`src/rtl/azadi_wb_ctrl_pkg.sv`:
```
// Shared definitions for the azadi_wb_ctrl block: register offsets, bit indices,
// CPB floor, reset-sequencer states and byte-merge / clamp helpers.
package azadi_wb_ctrl_pkg;

    localparam logic [7:0] REG_CTRL    = 8'h00;
    localparam logic [7:0] REG_CPB     = 8'h04;
    localparam logic [7:0] REG_STATUS  = 8'h08;
    localparam logic [7:0] REG_SCRATCH = 8'h0C;

    localparam int CTRL_SOFT_RST   = 0;
    localparam int CTRL_PROG_FORCE = 1;
    localparam int CTRL_PROG_MASK  = 2;
    localparam int CTRL_IRQ_EN     = 3;

    localparam int STAT_IN_RESET  = 0;
    localparam int STAT_PROG_SYNC = 1;
    localparam int STAT_PROG_EDGE = 2;

    localparam logic [15:0] CPB_MIN = 16'd16;

    typedef enum logic {
        ST_ASSERT = 1'b0,
        ST_RUN    = 1'b1
    } rst_state_e;

    function automatic logic [31:0] merge_bytes(input logic [31:0] old_val,
                                                input logic [31:0] new_val,
                                                input logic [3:0]  sel);
        logic [31:0] r;
        r = old_val;
        for (int i = 0; i < 4; i++) begin
            if (sel[i]) r[8*i +: 8] = new_val[8*i +: 8];
        end
        return r;
    endfunction

    function automatic logic [15:0] clamp_cpb(input logic [15:0] v);
        return (v < CPB_MIN) ? CPB_MIN : v;
    endfunction

endpackage

```
`src/rtl/azadi_wb_ctrl_if.sv`:
```
// Wishbone classic slave bundle for azadi_wb_ctrl; master drives controls, slave answers.
interface azadi_wb_ctrl_if;
    logic        wbs_cyc_i;
    logic        wbs_stb_i;
    logic        wbs_we_i;
    logic [3:0]  wbs_sel_i;
    logic [31:0] wbs_adr_i;
    logic [31:0] wbs_dat_i;
    logic        wbs_ack_o;
    logic [31:0] wbs_dat_o;

    modport master (
        output wbs_cyc_i, wbs_stb_i, wbs_we_i, wbs_sel_i, wbs_adr_i, wbs_dat_i,
        input  wbs_ack_o, wbs_dat_o
    );

    modport slave (
        input  wbs_cyc_i, wbs_stb_i, wbs_we_i, wbs_sel_i, wbs_adr_i, wbs_dat_i,
        output wbs_ack_o, wbs_dat_o
    );
endinterface

```
`src/rtl/azadi_wb_ctrl_prog_sync.sv`:
```
// Two-flop synchronizer for the programming button with a one-cycle rising-edge pulse.
module azadi_wb_ctrl_prog_sync (
    input  logic clk_i,
    input  logic rst_ni,
    input  logic async_i,
    output logic sync_o,
    output logic rise_o
);
    logic [1:0] sync_q;
    logic       last_q;

    always_ff @(posedge clk_i) begin
        if (!rst_ni) begin
            sync_q <= 2'b00;
            last_q <= 1'b0;
        end else begin
            sync_q <= {sync_q[0], async_i};
            last_q <= sync_q[1];
        end
    end

    assign sync_o = sync_q[1];
    assign rise_o = sync_q[1] & ~last_q;
endmodule

```
`src/rtl/azadi_wb_ctrl.sv`:
```
// SoC management controller: Wishbone register file, SoC reset sequencer, UART divisor
// and programming-button interrupt. Optional macro LA_CPB_OVERRIDE_EN adds la_* override.
module azadi_wb_ctrl
    import azadi_wb_ctrl_pkg::*;
#(
    parameter logic [31:0] BASE_ADDR = 32'h3000_0000,
    parameter int          RST_HOLD  = 16,
    parameter logic [15:0] CPB_RESET = 16'd87
) (
    input  logic              clk_i,
    input  logic              rst_ni,
    azadi_wb_ctrl_if.slave    wb,
    input  logic              prog_i,
    output logic              prog_o,
    output logic              soc_rst_no,
    output logic [15:0]       clks_per_bit_o,
    output logic              irq_o
`ifdef LA_CPB_OVERRIDE_EN
    ,
    input  logic [15:0]       la_data_in,
    input  logic [15:0]       la_oenb
`endif
);
    localparam logic [15:0] HOLD_LAST = 16'(RST_HOLD - 1);

    rst_state_e  state_q, state_d;
    logic [15:0] cnt_q, cnt_d;
    logic        ack_q, ack_d;
    logic [31:0] rdata_q, rdata_d;
    logic        force_q, force_d;
    logic        mask_q, mask_d;
    logic        irq_en_q, irq_en_d;
    logic [15:0] cpb_q, cpb_d;
    logic [31:0] scratch_q, scratch_d;
    logic        prog_edge_q, prog_edge_d;
    logic        irq_q, irq_d;
    logic [15:0] cpb_out_q, cpb_out_d;

    logic        prog_sync, prog_rise;
    logic        in_win, access, wr, rd, soft_rst, edge_clr;
    logic [7:0]  off;
    logic [15:0] cpb_src;

    azadi_wb_ctrl_prog_sync u_prog_sync (
        .clk_i   (clk_i),
        .rst_ni  (rst_ni),
        .async_i (prog_i),
        .sync_o  (prog_sync),
        .rise_o  (prog_rise)
    );

    assign in_win   = (wb.wbs_adr_i[31:8] == BASE_ADDR[31:8]);
    assign off      = wb.wbs_adr_i[7:0];
    assign access   = wb.wbs_cyc_i & wb.wbs_stb_i & ~ack_q & in_win;
    assign wr       = access & wb.wbs_we_i;
    assign rd       = access & ~wb.wbs_we_i;
    assign soft_rst = wr && (off == REG_CTRL) && wb.wbs_sel_i[0] && wb.wbs_dat_i[CTRL_SOFT_RST];
    assign edge_clr = wr && (off == REG_STATUS) && wb.wbs_sel_i[0] && wb.wbs_dat_i[STAT_PROG_EDGE];

`ifdef LA_CPB_OVERRIDE_EN
    assign cpb_src = (la_oenb == 16'h0000) ? clamp_cpb(la_data_in) : cpb_q;
`else
    assign cpb_src = cpb_q;
`endif

    // Reset sequencer next state
    always_comb begin
        state_d = state_q;
        cnt_d   = cnt_q;
        case (state_q)
            ST_ASSERT: begin
                if (soft_rst) begin
                    cnt_d = 16'd0;
                end else if (cnt_q == HOLD_LAST) begin
                    state_d = ST_RUN;
                    cnt_d   = 16'd0;
                end else begin
                    cnt_d = cnt_q + 16'd1;
                end
            end
            ST_RUN: begin
                if (soft_rst) begin
                    state_d = ST_ASSERT;
                    cnt_d   = 16'd0;
                end
            end
        endcase
    end

    always_ff @(posedge clk_i) begin
        if (!rst_ni) begin
            state_q <= ST_ASSERT;
            cnt_q   <= 16'd0;
        end else begin
            state_q <= state_d;
            cnt_q   <= cnt_d;
        end
    end

    // Register file, bus response and interrupt next state
    always_comb begin
        ack_d       = access;
        rdata_d     = 32'h0;
        force_d     = force_q;
        mask_d      = mask_q;
        irq_en_d    = irq_en_q;
        cpb_d       = cpb_q;
        scratch_d   = scratch_q;
        prog_edge_d = prog_rise | (prog_edge_q & ~edge_clr);
        irq_d       = prog_edge_q & irq_en_q;
        cpb_out_d   = (state_q == ST_ASSERT) ? cpb_src : cpb_out_q;

        if (wr) begin
            case (off)
                REG_CTRL: begin
                    if (wb.wbs_sel_i[0]) begin
                        force_d  = wb.wbs_dat_i[CTRL_PROG_FORCE];
                        mask_d   = wb.wbs_dat_i[CTRL_PROG_MASK];
                        irq_en_d = wb.wbs_dat_i[CTRL_IRQ_EN];
                    end
                end
                REG_CPB: begin
                    cpb_d = clamp_cpb({wb.wbs_sel_i[1] ? wb.wbs_dat_i[15:8] : cpb_q[15:8],
                                       wb.wbs_sel_i[0] ? wb.wbs_dat_i[7:0]  : cpb_q[7:0]});
                end
                REG_SCRATCH: scratch_d = merge_bytes(scratch_q, wb.wbs_dat_i, wb.wbs_sel_i);
                default: ;
            endcase
        end

        if (rd) begin
            case (off)
                REG_CTRL:    rdata_d = {28'h0, irq_en_q, mask_q, force_q, 1'b0};
                REG_CPB:     rdata_d = {16'h0, cpb_q};
                REG_STATUS:  rdata_d = {29'h0, prog_edge_q, prog_sync, state_q == ST_ASSERT};
                REG_SCRATCH: rdata_d = scratch_q;
                default:     rdata_d = 32'h0;
            endcase
        end
    end

    always_ff @(posedge clk_i) begin
        if (!rst_ni) begin
            ack_q       <= 1'b0;
            rdata_q     <= 32'h0;
            force_q     <= 1'b0;
            mask_q      <= 1'b0;
            irq_en_q    <= 1'b0;
            cpb_q       <= CPB_RESET;
            scratch_q   <= 32'h0;
            prog_edge_q <= 1'b0;
            irq_q       <= 1'b0;
            cpb_out_q   <= CPB_RESET;
        end else begin
            ack_q       <= ack_d;
            rdata_q     <= rdata_d;
            force_q     <= force_d;
            mask_q      <= mask_d;
            irq_en_q    <= irq_en_d;
            cpb_q       <= cpb_d;
            scratch_q   <= scratch_d;
            prog_edge_q <= prog_edge_d;
            irq_q       <= irq_d;
            cpb_out_q   <= cpb_out_d;
        end
    end

    assign wb.wbs_ack_o   = ack_q;
    assign wb.wbs_dat_o   = rdata_q;
    assign soc_rst_no     = (state_q == ST_RUN);
    assign prog_o         = force_q | (prog_sync & ~mask_q);
    assign clks_per_bit_o = cpb_out_q;
    assign irq_o          = irq_q;
endmodule
```
`src/flat_wrapper.sv`:
```
// flat-port wrapper written by rule: the top's interface ports become plain ports
module azadi_wb_ctrl_flat import azadi_wb_ctrl_pkg::*;
#(
    parameter logic [31:0] BASE_ADDR = 32'h3000_0000,
    parameter int          RST_HOLD  = 16,
    parameter logic [15:0] CPB_RESET = 16'd87
)
  (clk_i, rst_ni, prog_i, prog_o, soc_rst_no, clks_per_bit_o, irq_o, wb_wbs_cyc_i, wb_wbs_stb_i, wb_wbs_we_i, wb_wbs_sel_i, wb_wbs_adr_i, wb_wbs_dat_i, wb_wbs_ack_o, wb_wbs_dat_o);
  azadi_wb_ctrl_if wb_i ();
  input  logic clk_i;
  input  logic rst_ni;
  input  logic prog_i;
  output logic prog_o;
  output logic soc_rst_no;
  output logic [15:0] clks_per_bit_o;
  output logic irq_o;
  input wire logic [$bits(wb_i.wbs_cyc_i)-1:0] wb_wbs_cyc_i;
  input wire logic [$bits(wb_i.wbs_stb_i)-1:0] wb_wbs_stb_i;
  input wire logic [$bits(wb_i.wbs_we_i)-1:0] wb_wbs_we_i;
  input wire logic [$bits(wb_i.wbs_sel_i)-1:0] wb_wbs_sel_i;
  input wire logic [$bits(wb_i.wbs_adr_i)-1:0] wb_wbs_adr_i;
  input wire logic [$bits(wb_i.wbs_dat_i)-1:0] wb_wbs_dat_i;
  output wire logic [$bits(wb_i.wbs_ack_o)-1:0] wb_wbs_ack_o;
  output wire logic [$bits(wb_i.wbs_dat_o)-1:0] wb_wbs_dat_o;
  assign wb_i.wbs_cyc_i = wb_wbs_cyc_i;
  assign wb_i.wbs_stb_i = wb_wbs_stb_i;
  assign wb_i.wbs_we_i = wb_wbs_we_i;
  assign wb_i.wbs_sel_i = wb_wbs_sel_i;
  assign wb_i.wbs_adr_i = wb_wbs_adr_i;
  assign wb_i.wbs_dat_i = wb_wbs_dat_i;
  assign wb_wbs_ack_o = wb_i.wbs_ack_o;
  assign wb_wbs_dat_o = wb_i.wbs_dat_o;
  azadi_wb_ctrl #(.BASE_ADDR(BASE_ADDR), .RST_HOLD(RST_HOLD), .CPB_RESET(CPB_RESET)) u_core (.clk_i(clk_i), .rst_ni(rst_ni), .wb(wb_i), .prog_i(prog_i), .prog_o(prog_o), .soc_rst_no(soc_rst_no), .clks_per_bit_o(clks_per_bit_o), .irq_o(irq_o));
endmodule
```
`config.mk`:
```
export PLATFORM = sky130hd
export DESIGN_NAME = azadi_wb_ctrl_flat
export DESIGN_NICKNAME = d
export VERILOG_FILES = /design/src/rtl/azadi_wb_ctrl_pkg.sv /design/src/rtl/azadi_wb_ctrl_if.sv /design/src/rtl/azadi_wb_ctrl_prog_sync.sv /design/src/rtl/azadi_wb_ctrl.sv /design/src/flat_wrapper.sv
export SDC_FILE = /design/constraint.sdc
export NUM_CORES = 1
export LEC_CHECK = 0
export BUFFER_PORTS_ARGS = -buffer_cell sky130_fd_sc_hd__buf_2
export CELL_PAD_IN_SITES_DETAIL_PLACEMENT = 0
export CELL_PAD_IN_SITES_GLOBAL_PLACEMENT = 1
export CORE_MARGIN = 2
export CORE_UTILIZATION = 39
export CTS_CLUSTER_SIZE = 25
export DETAILED_ROUTE_END_ITERATION = 16
export GPL_ROUTABILITY_DRIVEN = 0
export GPL_TIMING_DRIVEN = 0
export PLACE_DENSITY_LB_ADDON = 0.1
export SKIP_LAST_GASP = 1
export SLEW_MARGIN = 20
export SYNTH_ARGS = -nofsm -noshare
export SYNTH_HDL_FRONTEND = slang
export SYNTH_HIERARCHICAL = 1
export SYNTH_SLANG_ARGS = --single-unit
```
`constraint.sdc`:
```
create_clock -name clk_i -period 3 [get_ports clk_i]
set_input_delay 0.6 -clock clk_i [delete_from_list [all_inputs] [get_ports clk_i]]
set_output_delay 0.6 -clock clk_i [all_outputs]
set_load 0.01 [all_outputs]
```
; Yosys cells after proc, flatten, opt, wreduce, memory -nomap -nowiden
; Index checks and enable logic that the tools add are counted.
[classes]
n_addsub = 1
magnitude_cmp = 1
eq_ne = 6
mux = 12
n_bitwise = 17
reduce_logical = 14
[ops]
columns = cell, n
row1 = $pmux W32 S4, 1
row2 = $mux W16, 4
row3 = $pmux W16 S2, 1
row4 = $eq A24 B22 Y1 const B, 1
row5 = $add A16 B1 Y16 const B, 1
row6 = $eq A16 B4 Y1 const B, 1
row7 = $eq A8 B4 Y1 const B, 2
row8 = $lt A16 B5 Y1 const B, 1
row9 = $mux W8, 2
row10 = $reduce_and A3 Y1, 5
row11 = $and A1 B1 Y1, 9
row12 = $eq A8 B3 Y1 const B, 1
row13 = $logic_not A8 Y1, 1
row14 = $logic_and A1 B1 Y1, 6
row15 = $not A1 Y1, 6
row16 = $reduce_and A2 Y1, 2
row17 = $mux W1, 3
row18 = $ne A2 B2 Y1 const B, 1
row19 = $or A1 B1 Y1, 2
row20 = $pmux W1 S2, 1
[word_totals]
regBits = 122
in_bits = 74
output_inout_bits = 52

; Logic depth before layout (Yosys ltp)
; Gate-level depths: netlist of the first run.
[depth]
ltp_word = 10
depth_mapped = 7
mapped_depth_nobuf = 6

; Modules after synthesis
; Netlist of the first run, hierarchy kept.
[modules_own_cells]
columns = module, instances, cells_each, area_each_um2, seq_area_each_um2
row1 = azadi_wb_ctrl, 1, 493, 4757.1, 2382.3
row2 = azadi_wb_ctrl_prog_sync, 1, 7, 92.6, 60.1

; Least setup slack after synthesis of the first run
; Ideal clock, no wire load.
[synth_path]
path_type = input port to flip-flop
startpoint = input wb_wbs_adr_i[5]
endpoint = register u_core.cpb_q[10]
arrival_time_ps = 2431
required_ps = 2872
slack_ps = 441
stages = 6
path_buffers = 1
path_cell_list = or4_4 or4_4 or4_4 buf_6 mux2i_1 nor2_1
[synth_between]
elab_chain_cells = 2
[synth_lines]
columns = element, line_no
row1 = "start, declared", flat_wrapper.sv:21  ; input wire logic [$bits(wb_i.wbs_adr_i)-1:0] wb_wbs_adr_i;
row2 = $eq A8 B3 Y1, azadi_wb_ctrl.sv:114  ; case (off)
row3 = $reduce_and A2 Y1 (no line), n/a
row4 = "end signal, assigned", azadi_wb_ctrl.sv:160  ; cpb_q <= cpb_d;
row5 = "end, declared", azadi_wb_ctrl.sv:33  ; logic [15:0] cpb_q, cpb_d;
; Every way passes these cells.
; A chain may end at the register's enable or synchronous reset.

; Worst setup path after layout of the first run
[layout_path]
startpoint = input wb_wbs_adr_i[17]
endpoint = register u_core.state_q (netlist: u_core/soc_rst_no)
[layout_between]
elab_chain_cells = 8
[layout_lines]
columns = element, line_no
row1 = $eq A24 B22 Y1 *, azadi_wb_ctrl.sv:52  ; assign in_win = (wb.wbs_adr_i[31:8] == BASE_ADDR[31:8]);
row2 = $and A1 B1 Y1 *, azadi_wb_ctrl.sv:54  ; assign access = wb.wbs_cyc_i & wb.wbs_stb_i & ~ack_q & in_win;
row3 = $and A1 B1 Y1 *, azadi_wb_ctrl.sv:55  ; assign wr = access & wb.wbs_we_i;
row4 = $logic_and A1 B1 Y1 * (3 in a row), azadi_wb_ctrl.sv:57  ; assign soft_rst = wr && (off == REG_CTRL) && wb.wbs_sel_i[0] && wb.wbs_dat_i[CTRL_SOFT_RST];
row5 = "$mux W1, on equally long branches", "azadi_wb_ctrl.sv:82, azadi_wb_ctrl.sv:72"
row6 = $pmux W1 S2 *, azadi_wb_ctrl.sv:70  ; case (state_q)
row7 = "end signal, assigned", azadi_wb_ctrl.sv:95  ; state_q <= state_d;
row8 = "end, declared", azadi_wb_ctrl.sv:26  ; rst_state_e state_q, state_d;
; Every way passes the cells marked *; elsewhere a longest branch is shown, timed or not.

==> flow_metrics.tcl, run 1 <==
set metrics [dict create \
    gr-total-overflow 0 \
    start_kind "input pin" \
    fin_cells 822 \
    row_count 40 \
    cts_tree "built" \
    worstHoldStart "prog_i" \
    yosysTopAreaCellShare 0.504 \
    drv_cap 0 \
    synth_ff_type "dfxtp_1" \
    r2r_cells 7 \
    grt_max_degree 17 \
    whs_path_depth 2 \
    cts_num_sinks 122 \
    fin_nets 718 \
    cp.arrival_ns 2.89 \
    worstMarginPinSlew_ns 0.836 \
    outcome "finished, final reports clean" \
    synth_cell_type_count 51 \
    ys_warn_count 6 \
    drc 0 \
    power.leakage_uw 0.00254 \
    async_reset_ff_frac 0 \
    synthSimpleGateAreaFrac 0.251 \
    hp-class "in2reg" \
    netlist_area_um2 4850 \
    start_util 0.402 \
    combPwrFrac 0.036 \
    die_area_um2 13300 \
    synth_fa_ha_area_frac 0.00258 \
    synth_area_leaders "dfxtp_1 50%, mux2i_1 13%, nor2_1 7.2%, a22oi_1 2.5%, and2_1 2.5%" \
    postRouteAntennaNets 0 \
    holdWs_ns 0.397 \
    r2r-start "u_core/wb.wbs_ack_o" \
    synth_cells 500 \
    n_fill_cell 1149 \
    finalSetupTns_ns 0 \
    cts_root_buf "clkbuf_16" \
    drtPass1Iterations 4 \
    syn-num-nets 575 \
    drv_slew 0 \
    vias 4165 \
    avgViaCountPerCell 5.07 \
    grt_pass1_vias 4099 \
    fin_util 0.520 \
    hold_viol 0 \
    p_total_uw 3750 \
    num_antenna_cells 0 \
    clkPwrFrac 0.529 \
    syn_area_per_cell_um2 9.70 \
    min_period_ns 2.61 \
    fmax_ghz 0.383 \
    drt_wl_total_um 12800 \
    crit_path_end_kind "flop" \
    layout-area-overhead-vs-synth_pct 29.2 \
    dieWidth_um 116 \
    min_to "u_core/u_prog_sync/sync_q[0]" \
    yosys.area.top_type "dfxtp_1" \
    port_buffers 124 \
    critPathRequiredTime_ns 3.28 \
    synth_xor_area_frac 0.00722 \
    powerDensity_nw_per_um2 599 \
    cts_hold_buf 0 \
    dp_hpwl_um 9290 \
    ios 126 \
    finalClockSkew_ns 0.00724 \
    grt_util_all_layers 0.204 \
    grt_pass1_wl_um 20600 \
    clk_path_buf_depth 2 \
    netSwitchingFraction 0.206 \
    crit_type "in2reg" \
    power_frac_seq 0.435 \
    synth_edf_count 0 \
    cts-buffers-inserted 17 \
    multiInputGateArea_um2 2290 \
    r2r-end "u_core/soc_rst_no" \
    period_share 0.870 \
    seq_area_frac_synth 0.504 \
    p_switching_uw 773 \
    rsz0062_at_grt "no" \
    ir_drop_mv 0.423 \
    core_area_um2 12100 \
    r2r_slack_ns 0.44 \
    drt_iter0_markers 194 \
    htreeDepth 4 \
    wire_per_inst_um 15.6 \
    crit_fanout 10 \
    drive_above_1_share 0.271 \
    die-height_um 116 \
    clk_pin_slew_ns 0.05 \
    synth_mux_area_frac 0.133 \
    synth-seq-cells 122 \
    p_int_uw 2980 \
    synth_top_family_by_area "simple AND/OR/NAND/NOR gates" \
    antenna_found_initial 0 \
    setup_viol 0 \
    ff_latch_area_um2 2440 \
    clock_latency_ns 0.42 \
    synth-compound-area-share 0.0784 \
    max_slew_margin 0.438 \
    dp_cells 792 \
]
through the flow:
stage | cell area (um^2) | worst slack (ns)
global route | 6270 | 0.0764
floorplan | 4850 | 0.441
finish | 6270 | 0.390
global placement | 5680 | -0.242
detailed placement | 5680 | -0.236
CTS | 6260 | 0.198
power by group through the flow:
stage | Combinational, uW | Sequential, uW | Clock (uW)
after floorplan | 54.5 | 1670 | 0
after global placement | 132 | 1670 | 0
after detailed placement | 135 | 1670 | 0
after CTS | 136 | 1630 | 2030
after global routing | 148 | 1630 | 2110
final | 135 | 1630 | 1990
worst max-delay path by stage:
stage / slack [ns] / to / start
2_1_floorplan: 0.44 / u_core/cpb_q[10] / wb_wbs_adr_i[5]
4_1_cts: 0.20 / u_core/wb.wbs_dat_o[25] / wb_wbs_adr_i[5]
3_5_place_dp: -0.24 / u_core/wb.wbs_dat_o[28] / wb_wbs_adr_i[5]
3_3_place_gp: -0.24 / u_core/wb.wbs_dat_o[28] / wb_wbs_adr_i[5]
5_1_grt: 0.08 / u_core/soc_rst_no / wb_wbs_adr_i[17]
6_report: 0.39 / u_core/soc_rst_no / wb_wbs_adr_i[17]
cell usage after synthesis (2+ instances only):
master and instances:
nand4_1 4, nor4_1 15, a21oi_1 16, nor4bb_1 2
nand3b_1 7, a221o_2 2, buf_1 2, a31oi_1 2
o21ai_0 14, and3_1 5, buf_2 2, mux2_2 2
nand4_2 2, nor3b_1 6, and2_1 19, or4_4 3
or3_1 2, nor4_4 4, dfxtp_1 122, or4_1 6
a22oi_1 16, nand2_1 20, nand3_1 12, mux2i_1 62
clkbuf_1 20, nor2_1 93, o22ai_1 2, nor3_1 10
xnor2_1 3, nand2b_1 2, inv_1 3
what timing repair did:
| item | CTS | global route |
|---|---|---|
| setup buffers | 0 | 0 |
| endpoints found under the setup margin | 0 | 10 |
| resized for setup | 0 | 1 |
layout by cell type (no fill, tap or decap), types with 3 or more instances in the layout:
| cell | Yosys | layout |
|---|---|---|
| o21ai_0 | 14 | 14 |
| nor3b_1 | 6 | 6 |
| nand3b_1 | 7 | 7 |
| clkinv_2 | 0 | 3 |
| clkbuf_8 | 0 | 4 |
| nand3_1 | 12 | 12 |
| xnor2_1 | 3 | 3 |
| clkbuf_1 | 20 | 22 |
| inv_1 | 3 | 3 |
| or4_4 | 3 | 3 |
| nand4_1 | 4 | 4 |
| a21oi_1 | 16 | 16 |
| nor3_1 | 10 | 10 |
| and2_1 | 19 | 19 |
| buf_2 | 2 | 126 |
| dfxtp_1 | 122 | 122 |
| clkbuf_16 | 0 | 17 |
| nand2_1 | 20 | 20 |
| or4_1 | 6 | 6 |
| nor4_4 | 4 | 4 |
| and3_1 | 5 | 5 |
| a22oi_1 | 16 | 16 |
| mux2i_1 | 62 | 62 |
| nor4_1 | 15 | 14 |
| nor2_1 | 93 | 93 |
worst max-delay path: stages:
cell and delay (ns):
buf_2 0.10, nor4_1 0.45, nand4_2 0.35, nor4_1 0.49, a31o_2 0.22, clkbuf_1 0.30, buf_2 0.30, nor2_1 0.07
sequential cells by signal, indices dropped and copies added (netlist names), 2 cells and up:
| signal | cells |
|---|---|
| u_core/scratch_q | 32 |
| u_core/wb.wbs_dat_o | 32 |
| u_core/clks_per_bit_o | 16 |
| u_core/cnt_q | 16 |
| u_core/cpb_q | 16 |
| u_core/u_prog_sync/sync_q | 2 |
kinds of logic (layout without fill, tap and decap cells):
logic type / after synthesis / after routing
AO/OA/AOI/OAI: 59 / 59
XOR/XNOR: 4 / 4
adder cells (fa/ha/maj): 1 / 1
buffers and inverters: 29 / 183
flip-flops: 122 / 122
multiplexers: 64 / 64
AND/OR/NAND/NOR: 221 / 221
area by class of cell:
type,count,share of cell area
buffer,25,0.0166
clock buffer,23,0.0779
clock inverter,7,0.0146
inverter,4,0.00240
multi-input combinational,349,0.366
sequential,122,0.390
tap,168,0.0335
timing repair buffer,124,0.0990
routing by layer:
| layer | global-route usage | up-vias | routed length, um |
|---|---|---|---|
| met4 | 0.107 | 0 | 321 |
| met1 | 0.258 | 1968 | 5890 |
| met2 | 0.322 | 104 | 6000 |
| met5 | 0 | - | 0 |
| met3 | 0.0507 | 24 | 625 |
| li1 | - | 2069 | - |
Note: power is estimated with default switching activity, not from simulation.
==> run 2, diff against run 1 <==
CORE_MARGIN = not set   (was 2)
CORE_UTILIZATION = 41   (was 39)
CTS_BUF_LIST = sky130_fd_sc_hd__clkbuf_8   (was not set)
==> run 2 against run 1 <==
  * Final cell count down 2.8%
  * Critical path depth down 2
  * Final area down 2.1%
  * Clock-buffer cell count down 4
  * Power down 6.1%
  * Die area down 8.1%
  * Via count down 0.34%
  * Largest power group unchanged
  * Sequential share of layout area up 0.83 points
  * Routed wire length down 1.4%
  * Highest routed layer is now met5
  * Clock power down 12%
==> flow_metrics.tcl, run 2 (same netlist as run 1, synthesis figures left out) <==
set metrics [dict create \
    cts_root_buf "clkbuf_8" \
    path_common_cell "nor4_1" \
    cp_slowest_cell "nor4_1" \
    finalSetupTns_ns 0 \
    antenna_found_initial 1 \
    drv_slew 0 \
    row_count 39 \
    fmax_ghz 0.373 \
    vias 4151 \
    crit_chain "buf_2 -> nor4_1 -> nand4_1 -> nor4_1 -> clkbuf_1 -> and2_1" \
    multiInputGateArea_um2 2290 \
    htreeDepth 4 \
    drt_wl_total_um 12700 \
    start_kind "input pin" \
    whs_path_depth 2 \
    port_buffers 124 \
    ff_latch_area_um2 2440 \
    hold_viol 0 \
    hp-class "in2reg" \
    crit_type "in2reg" \
    grt_util_all_layers 0.215 \
    dp_hpwl_um 9200 \
    startpoint "wb_wbs_adr_i[5]" \
    layout-area-overhead-vs-synth_pct 26.5 \
    drt_iter0_markers 282 \
    clk_pin_slew_ns 0.07 \
    crit_fanout 10 \
    r2r-end "u_core/soc_rst_no" \
    grt_pass1_vias 4185 \
    grt_pass1_wl_um 20600 \
    r2r_slack_ns 0.34 \
    num_antenna_cells 0 \
    fin_nets 718 \
    start_util 0.423 \
    finalClockSkew_ns 0.00830 \
    grt_max_degree 17 \
    r2r-start "u_core/wb.wbs_ack_o" \
    fin_cells 799 \
    critPathRequiredTime_ns 3.39 \
    worstMarginPinSlew_ns 0.931 \
    fin_util 0.535 \
    cp.arrival_ns 3.07 \
    n_fill_cell 1080 \
    postRouteAntennaNets 0 \
    wire_per_inst_um 15.8 \
    drtPass1Iterations 5 \
    rsz0062_at_grt "no" \
    worstHoldStart "prog_i" \
    core_area_um2 11500 \
    gr-total-overflow 0 \
    post_cts_resize_count 0 \
    final_cell_mix "126 x buf_2, 122 x dfxtp_1, 93 x nor2_1" \
    dp_cells 767 \
    clock_latency_ns 0.45 \
    crit_path_end_kind "flop" \
    setup_viol 0 \
    clk_path_buf_depth 2 \
    crit_family "simple AND/OR/NAND/NOR gates" \
    die-height_um 111 \
    cts-buffers-inserted 17 \
    ios 126 \
    r2r_cells 7 \
    powerDensity_nw_per_um2 575 \
    cts_num_sinks 122 \
    drv_cap 0 \
    max_slew_margin 0.374 \
    outcome "finished, final reports clean" \
    dieWidth_um 111 \
    post-place-ws_ns -0.209 \
    cts_tree "built" \
    min_period_ns 2.68 \
    avgViaCountPerCell 5.20 \
    period_share 0.894 \
    min_to "u_core/u_prog_sync/sync_q[0]" \
    setup_slack_ns 0.319 \
    power.leakage_uw 0.00249 \
    ir_drop_mv 0.535 \
    cts_hold_buf 0 \
    post_cts_buffers 0 \
    final_common_cell "buf_2" \
    drive_above_1_share 0.271 \
    die_area_um2 12300 \
    path_buf_inv 2 \
    drc 0 \
    slowest_delay_ns 0.95 \
]
[run 2: changes by cell type in the layout (fill, tap and decap cells not counted), sizes merged]
cell	before	now
bufinv	2	6
clkinvlp	1	3
clkinv	5	3
inv	3	5
clkbuf	43	39
[run 2: report_power, final]
group,internal [uW],switching [uW]
Sequential,1620,5.85
Clock,1110,651
Combinational,58.3,74.5
Total,2790,732
[run 2: layout make-up]
| cell class | instances | share of cell area |
|---|---|---|
| plain buffers | 25 | 0.0169 |
| clock buffers | 19 | 0.0426 |
| clock inverters | 13 | 0.0365 |
| flip-flops and latches | 122 | 0.398 |
| multi-input cells | 349 | 0.373 |
| well taps | 143 | 0.0292 |
| inverters | 4 | 0.00245 |
| repair buffers | 124 | 0.101 |
[run 2: metrics by stage]
| stage | cell area, um^2 | total power [uW] | hold WS (ns) |
|---|---|---|---|
| 3_3_place_gp | 5650 | 1800 | 0.408 |
| 5_1_grt | 6130 | 3640 | 0.354 |
| 4_1_cts | 6130 | 3560 | 0.334 |
| 3_5_place_dp | 5650 | 1800 | 0.415 |
| 2_1_floorplan | 4850 | 1720 | 0.406 |
| 6_report | 6130 | 3520 | 0.365 |
[run 2: worst max path at each step]
stage / to / depth (start not counted)
after floorplan: u_core/cpb_q[10] / 6
after global placement: u_core/wb.wbs_dat_o[29] / 6
after detailed placement: u_core/wb.wbs_dat_o[29] / 6
after CTS: u_core/wb.wbs_dat_o[22] / 6
after global routing: u_core/wb.wbs_dat_o[29] / 6
final: u_core/wb.wbs_dat_o[22] / 6
[run 2: per-layer routing]
layer  part of all wire  track usage  up-vias
met5            0.00095            0        -
met4              0.012       0.0747        2
met3              0.060       0.0853       14
met2               0.47        0.347      104
met1               0.46        0.260     1973
li1                   -            -     2058
